--- src/rtl/ysyx_23060187_wbu_pkg.sv ---
// Shared constants and FSM encodings for the EXU/WBU result handshake.
// Imported by the write-back unit and its register file.
package ysyx_23060187_wbu_pkg;
    localparam int WBU_XLEN   = 32;
    localparam int WBU_ADDR_W = 5;

    typedef enum logic [1:0] {
        IDLE  = 2'd0,
        WRITE = 2'd1,
        RESP  = 2'd2
    } wbu_state_t;
endpackage

--- src/rtl/ysyx_23060187_regfile.sv ---
// Integer register file: one write port, two combinational read ports, x0 hard-wired to zero.
// Write lands on the rising edge; reads see it from that edge on (no bypass).
module ysyx_23060187_regfile
    import ysyx_23060187_wbu_pkg::*;
#(
    parameter int XLEN   = WBU_XLEN,
    parameter int ADDR_W = WBU_ADDR_W
) (
    input  logic              i_clk,
    input  logic              i_rst_n,
    input  logic              i_wen,
    input  logic [ADDR_W-1:0] i_waddr,
    input  logic [XLEN-1:0]   i_wdata,
    input  logic [ADDR_W-1:0] i_raddr1,
    input  logic [ADDR_W-1:0] i_raddr2,
    output logic [XLEN-1:0]   o_rdata1,
    output logic [XLEN-1:0]   o_rdata2
);
    localparam int NREGS = 1 << ADDR_W;

    logic [XLEN-1:0] r_regs [0:NREGS-1];

    always_ff @(posedge i_clk or negedge i_rst_n) begin
        if (!i_rst_n) begin
            for (int i = 0; i < NREGS; i++) begin
                r_regs[i] <= '0;
            end
        end else if (i_wen && (i_waddr != '0)) begin
            r_regs[i_waddr] <= i_wdata;
        end
    end

    // x0 is guarded on read as well so it stays zero regardless of array contents.
    assign o_rdata1 = (i_raddr1 == '0) ? '0 : r_regs[i_raddr1];
    assign o_rdata2 = (i_raddr2 == '0) ? '0 : r_regs[i_raddr2];
endmodule

--- src/rtl/ysyx_23060187_wbu.sv ---
// Write-back unit: accepts one EXU result, commits it to the regfile, pulses completion, counts retirements.
// Latency 3 cycles per result (IDLE -> WRITE -> RESP); ready is low from acceptance until RESP ends.
module ysyx_23060187_wbu
    import ysyx_23060187_wbu_pkg::*;
#(
    parameter int XLEN   = WBU_XLEN,
    parameter int ADDR_W = WBU_ADDR_W,
    parameter int CNT_W  = 64
) (
    input  logic              clk,
    input  logic              rst,
    input  logic              EXU_WBU_valid,
    output logic              WBU_EXU_ready,
    input  logic [31:0]       EXU_WBU_waddr,
    input  logic [XLEN-1:0]   EXU_WBU_wdata,
    input  logic              EXU_WBU_wen,
    output logic              WBU_EXU_valid,
    input  logic [ADDR_W-1:0] IDU_WBU_raddr1,
    input  logic [ADDR_W-1:0] IDU_WBU_raddr2,
    output logic [XLEN-1:0]   WBU_IDU_rdata1,
    output logic [XLEN-1:0]   WBU_IDU_rdata2,
    output logic [CNT_W-1:0]  WBU_instret
);
    wbu_state_t        r_state;
    logic              r_ready;
    logic              r_valid;
    logic [ADDR_W-1:0] r_waddr;
    logic [XLEN-1:0]   r_wdata;
    logic              r_wen;
    logic [CNT_W-1:0]  r_instret;
    logic              w_rf_wen;
    logic              w_unused_waddr_hi;

    assign w_unused_waddr_hi = ^EXU_WBU_waddr[31:ADDR_W];

    always_ff @(posedge clk or negedge rst) begin
        if (!rst) begin
            r_state   <= IDLE;
            r_ready   <= 1'b1;
            r_valid   <= 1'b0;
            r_waddr   <= '0;
            r_wdata   <= '0;
            r_wen     <= 1'b0;
            r_instret <= '0;
        end else begin
            case (r_state)
                IDLE: begin
                    if (EXU_WBU_valid) begin
                        r_waddr <= EXU_WBU_waddr[ADDR_W-1:0];
                        r_wdata <= EXU_WBU_wdata;
                        r_wen   <= EXU_WBU_wen;
                        r_state <= WRITE;
                        r_ready <= 1'b0;
                    end
                end
                WRITE: begin
                    r_state <= RESP;
                    r_valid <= 1'b1;
                end
                RESP: begin
                    r_state   <= IDLE;
                    r_valid   <= 1'b0;
                    r_ready   <= 1'b1;
                    r_instret <= r_instret + CNT_W'(1);
                end
                default: begin
                    r_state <= IDLE;
                    r_valid <= 1'b0;
                    r_ready <= 1'b1;
                end
            endcase
        end
    end

    // Commit happens on the edge that leaves WRITE, driven from the captured copy only.
    assign w_rf_wen = (r_state == WRITE) && r_wen;

    ysyx_23060187_regfile #(
        .XLEN   (XLEN),
        .ADDR_W (ADDR_W)
    ) u_regfile (
        .i_clk    (clk),
        .i_rst_n  (rst),
        .i_wen    (w_rf_wen),
        .i_waddr  (r_waddr),
        .i_wdata  (r_wdata),
        .i_raddr1 (IDU_WBU_raddr1),
        .i_raddr2 (IDU_WBU_raddr2),
        .o_rdata1 (WBU_IDU_rdata1),
        .o_rdata2 (WBU_IDU_rdata2)
    );

    assign WBU_EXU_ready = r_ready;
    assign WBU_EXU_valid = r_valid;
    assign WBU_instret   = r_instret;
endmodule

--- config.mk ---
export PLATFORM = sky130hd
export DESIGN_NAME = ysyx_23060187_wbu
export DESIGN_NICKNAME = d
export VERILOG_FILES = /design/src/rtl/ysyx_23060187_wbu_pkg.sv /design/src/rtl/ysyx_23060187_regfile.sv /design/src/rtl/ysyx_23060187_wbu.sv
export SDC_FILE = /design/constraint.sdc
export NUM_CORES = 2
export LEC_CHECK = 0
export CORE_ASPECT_RATIO = 0.8
export CORE_MARGIN = 2
export CORE_UTILIZATION = 25
export DETAILED_ROUTE_END_ITERATION = 8
export MAX_ROUTING_LAYER = met4
export PLACE_DENSITY = 0.37
export SYNTH_ARGS = -nofsm -noshare
export SYNTH_HDL_FRONTEND = slang
export SYNTH_SLANG_ARGS = --single-unit
--- constraint.sdc ---
create_clock -name clk -period 2.4 [get_ports clk]
set_input_delay 0.24 -clock clk [delete_from_list [all_inputs] [get_ports clk]]
set_output_delay 0.24 -clock clk [all_outputs]
set_load 0.03 [all_outputs]
==> impl_metrics.env <==
export IMPL_ys_warn_count=0
export IMPL_fp_dieArea_um2=240000
export IMPL_cp_arrival_ns=2.69
export IMPL_port_buffers=180
export IMPL_nets=4600
export IMPL_setup_violations=64
export IMPL_path_class="flip-flop to primary output"
export IMPL_final_common_cell="dfrtp_1"
export IMPL_fp_dieW_um=548
export IMPL_synth_top_cell_area_share_pct=47.8
export IMPL_status="finished with violations"
export IMPL_cts_sinks=1130
export IMPL_firstDrtPassIters=5
export IMPL_clock_path_buffers=4
export IMPL_endpoint_kind="primary output"
export IMPL_final_cell_mix="dfrtp_1, mux2_2, mux4_2, buf_4, mux2i_1"
export IMPL_initialDrtViolationCount=2463
export IMPL_r2r_start="r_state[1]"
export IMPL_rsz0062_at_grt="true"
export IMPL_start_util_pct=25.2
export IMPL_clk_pin_slew_ns=0.05
export IMPL_num_vias=38797
export IMPL_synthTopCellsByArea="dfrtp_1, mux2_2, mux4_2, mux2i_1, a22oi_1"
export IMPL_antenna_found_initial=4
export IMPL_coreArea_um2=235000
export IMPL_drc=0
export IMPL_drv_slew=0
export IMPL_start_kind="flip-flop"
export IMPL_syn_to_final_growth_pct=27.4
export IMPL_ys_ff_latch=1130
export IMPL_max_cap_viol_count=0
export IMPL_grt_max_degree=89
export IMPL_synth_area_leader_cell="dfrtp_1"
export IMPL_final_area_um2=75300
export IMPL_skew_ns=0.0596
export IMPL_row_count=159
export IMPL_tightest_slew_ns=1.14
export IMPL_synthCells=4088
export IMPL_clock_latency_ns=0.81
export IMPL_avgViaCountPerCell=5.00
export IMPL_postSynthAreaPerCell_um2=14.5
export IMPL_worstSetupEndpoint="WBU_IDU_rdata1[3]"
export IMPL_cts_buffers=149
export IMPL_ios=208
export IMPL_multi_input_area_um2=30200
export IMPL_cts_htree_levels=4
export IMPL_yosysUniqueCellTypes=49
export IMPL_routedWlPerCell_um=29.8
export IMPL_seq_area_um2=28300
export IMPL_cp_max_fo=3
export IMPL_synth_async_reset_ratio_pct=100
export IMPL_hpwl_mm=154
export IMPL_hold_class="primary input to flip-flop"
export IMPL_cp_startpoint="u_regfile.r_regs[131]"
export IMPL_gr_total_overflow=0
export IMPL_synth_flop_cell="dfrtp_1"
export IMPL_violations="negative setup slack"
export IMPL_detailed_place_area_um2=69500
export IMPL_cts_tree="built"
export IMPL_synth_seq_area_share_pct=47.8
export IMPL_synth_edf_count=0
export IMPL_synth_cell_area_um2=59100
export IMPL_synthesis_nets=4167
export IMPL_finalWorstSetupSlack_ns=-0.533
export IMPL_drive_above_1_share_pct=51.5
export IMPL_grt_usage_pct=19.8
export IMPL_grt_pass1_vias=40878
export IMPL_grt_pass1_wl_mm=329
export IMPL_r2r_cells=6
export IMPL_die_h_um=439
export IMPL_p_leak_nw=34.1
export IMPL_fillers=23157
export IMPL_slew_headroom_pct=24.3
export IMPL_hold_violations=0
export IMPL_route_antenna_remaining_nets=0
export IMPL_r2r_slack_ns=0.10
export IMPL_finalCriticalPeriod_ns=2.93
export IMPL_place_congestion=0.770
export IMPL_finalSetupTns_ns=-17.96
export IMPL_routed_wl_mm=231
export IMPL_power_density_nw_per_um2=908
export IMPL_whs_ns=0.0572
export IMPL_worstPathRequired_ns=2.16
export IMPL_r2r_end="u_regfile.r_regs[637]"
export IMPL_period_share_pct=122
export IMPL_ir_worst_vdd_uv=618
export IMPL_cts_root_buf="clkbuf_16"
export IMPL_fmax_ghz=0.341
[flip-flops by register name, summed over array words and instances, names as in the netlist]
register	count
WBU_instret	64
r_waddr	5
u_regfile.r_regs	1024
r_wdata	32
WBU_EXU_valid	1
WBU_EXU_ready	1
r_wen	1
r_state	2
[worst max-delay path, stage by stage (launching register included)]
cell	delay, ns
dfrtp_1	0.38
mux4_2	0.47
mux2i_1	0.31
o211ai_1	0.25
and3_1	0.30
buf_4	0.19
[layer usage]
layer,GRT usage (%),part of all wire (%),vias to the layer above
li1,-,-,16569
met1,27.8,48,21110
met2,29.6,45,813
met3,2.81,3.9,305
met4,5.54,2.8,0
met5,-,0,-
[through the flow]
step	power, mW	utilization [%]	std cells	worst slack (ns)
CTS	69.2	32.0	7759	-0.585
floorplan	38.8	-	4088	0.0488
global route	72.0	32.0	7762	-0.601
global placement	45.8	29.6	7502	-0.454
finish	68.4	32.0	7765	-0.533
detailed placement	46.0	29.6	7502	-0.404
[how the worst min path moves through the flow]
| stage | to | cells after the start | start |
|---|---|---|---|
| finish | r_wdata[22] | 2 | EXU_WBU_wdata[22] |
| global route | r_wdata[10] | 2 | EXU_WBU_wdata[10] |
| CTS | r_wdata[22] | 2 | EXU_WBU_wdata[22] |
| detailed placement | u_regfile.r_regs[600] | 1 | rst |
| global placement | u_regfile.r_regs[600] | 1 | rst |
| floorplan | WBU_EXU_valid | 0 | rst |
[cells by family (layout without fill, tap and decap cells)]
family / Yosys count / count (layout) / synth area share, %
mux: 1799 / 1799 / 40.8
flops: 1130 / 1130 / 47.8
buf+inv: 455 / 988 / 3.47
simple gates: 343 / 343 / 3.08
compound gates: 297 / 297 / 3.90
xor+xnor: 63 / 63 / 0.933
fa+ha+maj: 1 / 1 / 0.0212
other cells: 0 / 5 / 0
[power by group]
| part | switching [mW] | total, mW | internal, mW |
|---|---|---|---|
| clock | 9.06 | 22.1 | 13.1 |
| combinational | 8.14 | 18.2 | 10.0 |
| sequential | 3.90 | 28.0 | 24.1 |
| total | 21.1 | 68.4 | 47.3 |
[synthesized netlist by cell type, drive strengths merged (11+ instances only)]
| master | n |
|---|---|
| xnor2 | 34 |
| nand3 | 91 |
| mux4 | 384 |
| mux2i | 384 |
| o211a | 41 |
| mux2 | 1031 |
| o211ai | 23 |
| nand2 | 70 |
| a22oi | 128 |
| xor2 | 29 |
| buf | 225 |
| and3 | 31 |
| nor3 | 21 |
| dfrtp | 1129 |
| a2111oi | 41 |
| nand4 | 23 |
| clkbuf | 221 |
| nor2b | 11 |
| nor2 | 61 |
| o22ai | 64 |
[area by class of cell]
cell class / count / share of cell area [%]
clock inverter: 30 / 0.505
antenna: 5 / 0.0166
inverter: 9 / 0.0449
sequential: 1130 / 37.6
multi-input combinational: 2503 / 40.1
clock buffer: 221 / 5.70
tap: 3139 / 5.22
timing repair buffer: 728 / 10.8
[timing repair]
action / 4_1_cts / 5_1_grt
endpoints found under the hold margin: 759 / 0
pin swaps: 29 / 23
resized for setup: 141 / 22
buffers inserted: 4 / 3
hold buffers: 24 / 0
endpoints found under the setup margin: 78 / 70
No activity file was read; power rests on OpenSTA's default activity.
==> patch, RTL diff (same settings) <==
Change the parameter `CNT_W` from 64 to 96.
--- a/src/rtl/ysyx_23060187_wbu.sv
+++ b/src/rtl/ysyx_23060187_wbu.sv
@@ -5,7 +5,7 @@
 #(
     parameter int XLEN   = WBU_XLEN,
     parameter int ADDR_W = WBU_ADDR_W,
-    parameter int CNT_W  = 64
+    parameter int CNT_W  = 96
 ) (
     input  logic              clk,
     input  logic              rst,
Interface: changed (resized WBU_instret); port bits go from 208 to 240. No check against the original RTL was run, so the function may have changed too.
==> patch against the unedited design <==
The flow still finishes with violations (negative setup slack); synthesized area is 2.1% higher; power up 1.4%; setup slack better by 210 ps; wire length shrank 2.6%; non-clock buffer count down 25; cell area grew 4.1%; sequential cell count grew 32; first-iteration DRC count shrank 3.9%; critical path type unchanged; critical endpoint is now WBU_IDU_rdata2[2]; largest cell class unchanged.
==> patch: results (changes against the unedited design) <==
| Metric | Value |
|---|---|
| Routed wl met2 | `102,100 um (-1.8%)` |
| Initial antenna violation count | `5 (+1)` |
| IO Port Bufs | `212 (+18%)` |
| Tot GR Track Use | `18.81% (-0.97 points)` |
| Met1 WL | `108,300 um (-3.1%)` |
| Final setup violation count | `64 (unchanged)` |
| Largest net degree at the start of global routing | `77 (-13%)` |
| Flop2flop setup slack | `80 ps (-20 ps)` |
| Reg-to-reg startpoint | `r_waddr[2]` |
| First-pass GRT wire length | `323,000 um (-1.8%)` |
| Final worst clock skew | `48.94 ps (-10.62 ps)` |
| CTS Buf Count | `150 (+0.67%)` |
| Syn nets | `4,055 (-2.7%)` |
| Total wire length | `225,200 um (-2.6%)` |
| Synth Area in Adders | `0.02072% (-0.00044 points)` |
| Global routing usage on met1 | `26.60% (-1.2 points)` |
| Ant diodes | `0 (-5)` |
| Post-route setup slack | `-321.9 ps (+211.1 ps)` |
| Setup TNS | `-15,140 ps (+2819 ps)` |
| M3 GR Usage | `3.054% (+0.24 points)` |
| GPL Wtd Cong | `0.7553 (-1.9%)` |
| Met2 Usage GRT | `28.26% (-1.3 points)` |
| Synth Area in XOR/XNOR | `1.378% (+0.44 points)` |
| Failing checks | `negative setup slack` |
| Peak supply drop | `0.0004383 V (-29%)` |
| Status | `complete, but fails checks` |
## patch: cell types whose count changed in the layout (fill, tap and decap cells not counted), moves of 61 or more
| cell | before | now |
|---|---|---|
| buf_12 | 175 | 241 |
| mux2i_1 | 366 | 61 |
| o22ai_1 | 63 | 2 |
| a22oi_1 | 123 | 8 |
| mux4_2 | 384 | 512 |
| buf_4 | 381 | 273 |
| mux2_2 | 1021 | 1108 |
## patch: power breakdown
part / internal (mW) / switching [mW] / total [mW] / leakage, nW
Clock: 13.7 / 9.04 / 22.7 / 2.36
Combinational: 10.8 / 7.14 / 18.0 / 16.7
Sequential: 24.6 / 4.11 / 28.7 / 15.9
Total: 49.1 / 20.3 / 69.4 / 34.9
## patch: cell families (layout without fill, tap and decap cells)
family                     Yosys count  after routing
AOI/OAI and AO/OA                  192            192
DFF                               1162           1162
muxes                             1734           1734
and+or+nand+nor                    347            347
xor gates and xnor gates            95             95
buffers and inverters              445            972
adders and majority gates            1              1
## patch: layout make-up
cell class                      instances  share of cell area (%)
Multi-Input combinational cell       2369                   40.28
Timing Repair Buffer                  703                   11.33
Inverter                               14                 0.06706
Tap cell                             3178                   5.074
Clock inverter                         29                  0.5365
Sequential cell                      1162                   37.11
Clock buffer                          226                   5.608
## patch: worst max-delay path by stage
stage / from / to / slack [ps] / cells after the start
final: u_regfile.r_regs[578] / WBU_IDU_rdata2[2] / -320 / 5
after global routing: u_regfile.r_regs[763] / WBU_IDU_rdata1[27] / -430 / 6
after CTS: u_regfile.r_regs[514] / WBU_IDU_rdata1[2] / -410 / 5
after detailed placement: IDU_WBU_raddr2[0] / WBU_IDU_rdata2[8] / -190 / 7
after global placement: IDU_WBU_raddr2[0] / WBU_IDU_rdata2[2] / -210 / 9
after floorplan: IDU_WBU_raddr1[0] / WBU_IDU_rdata1[21] / 7 / 6
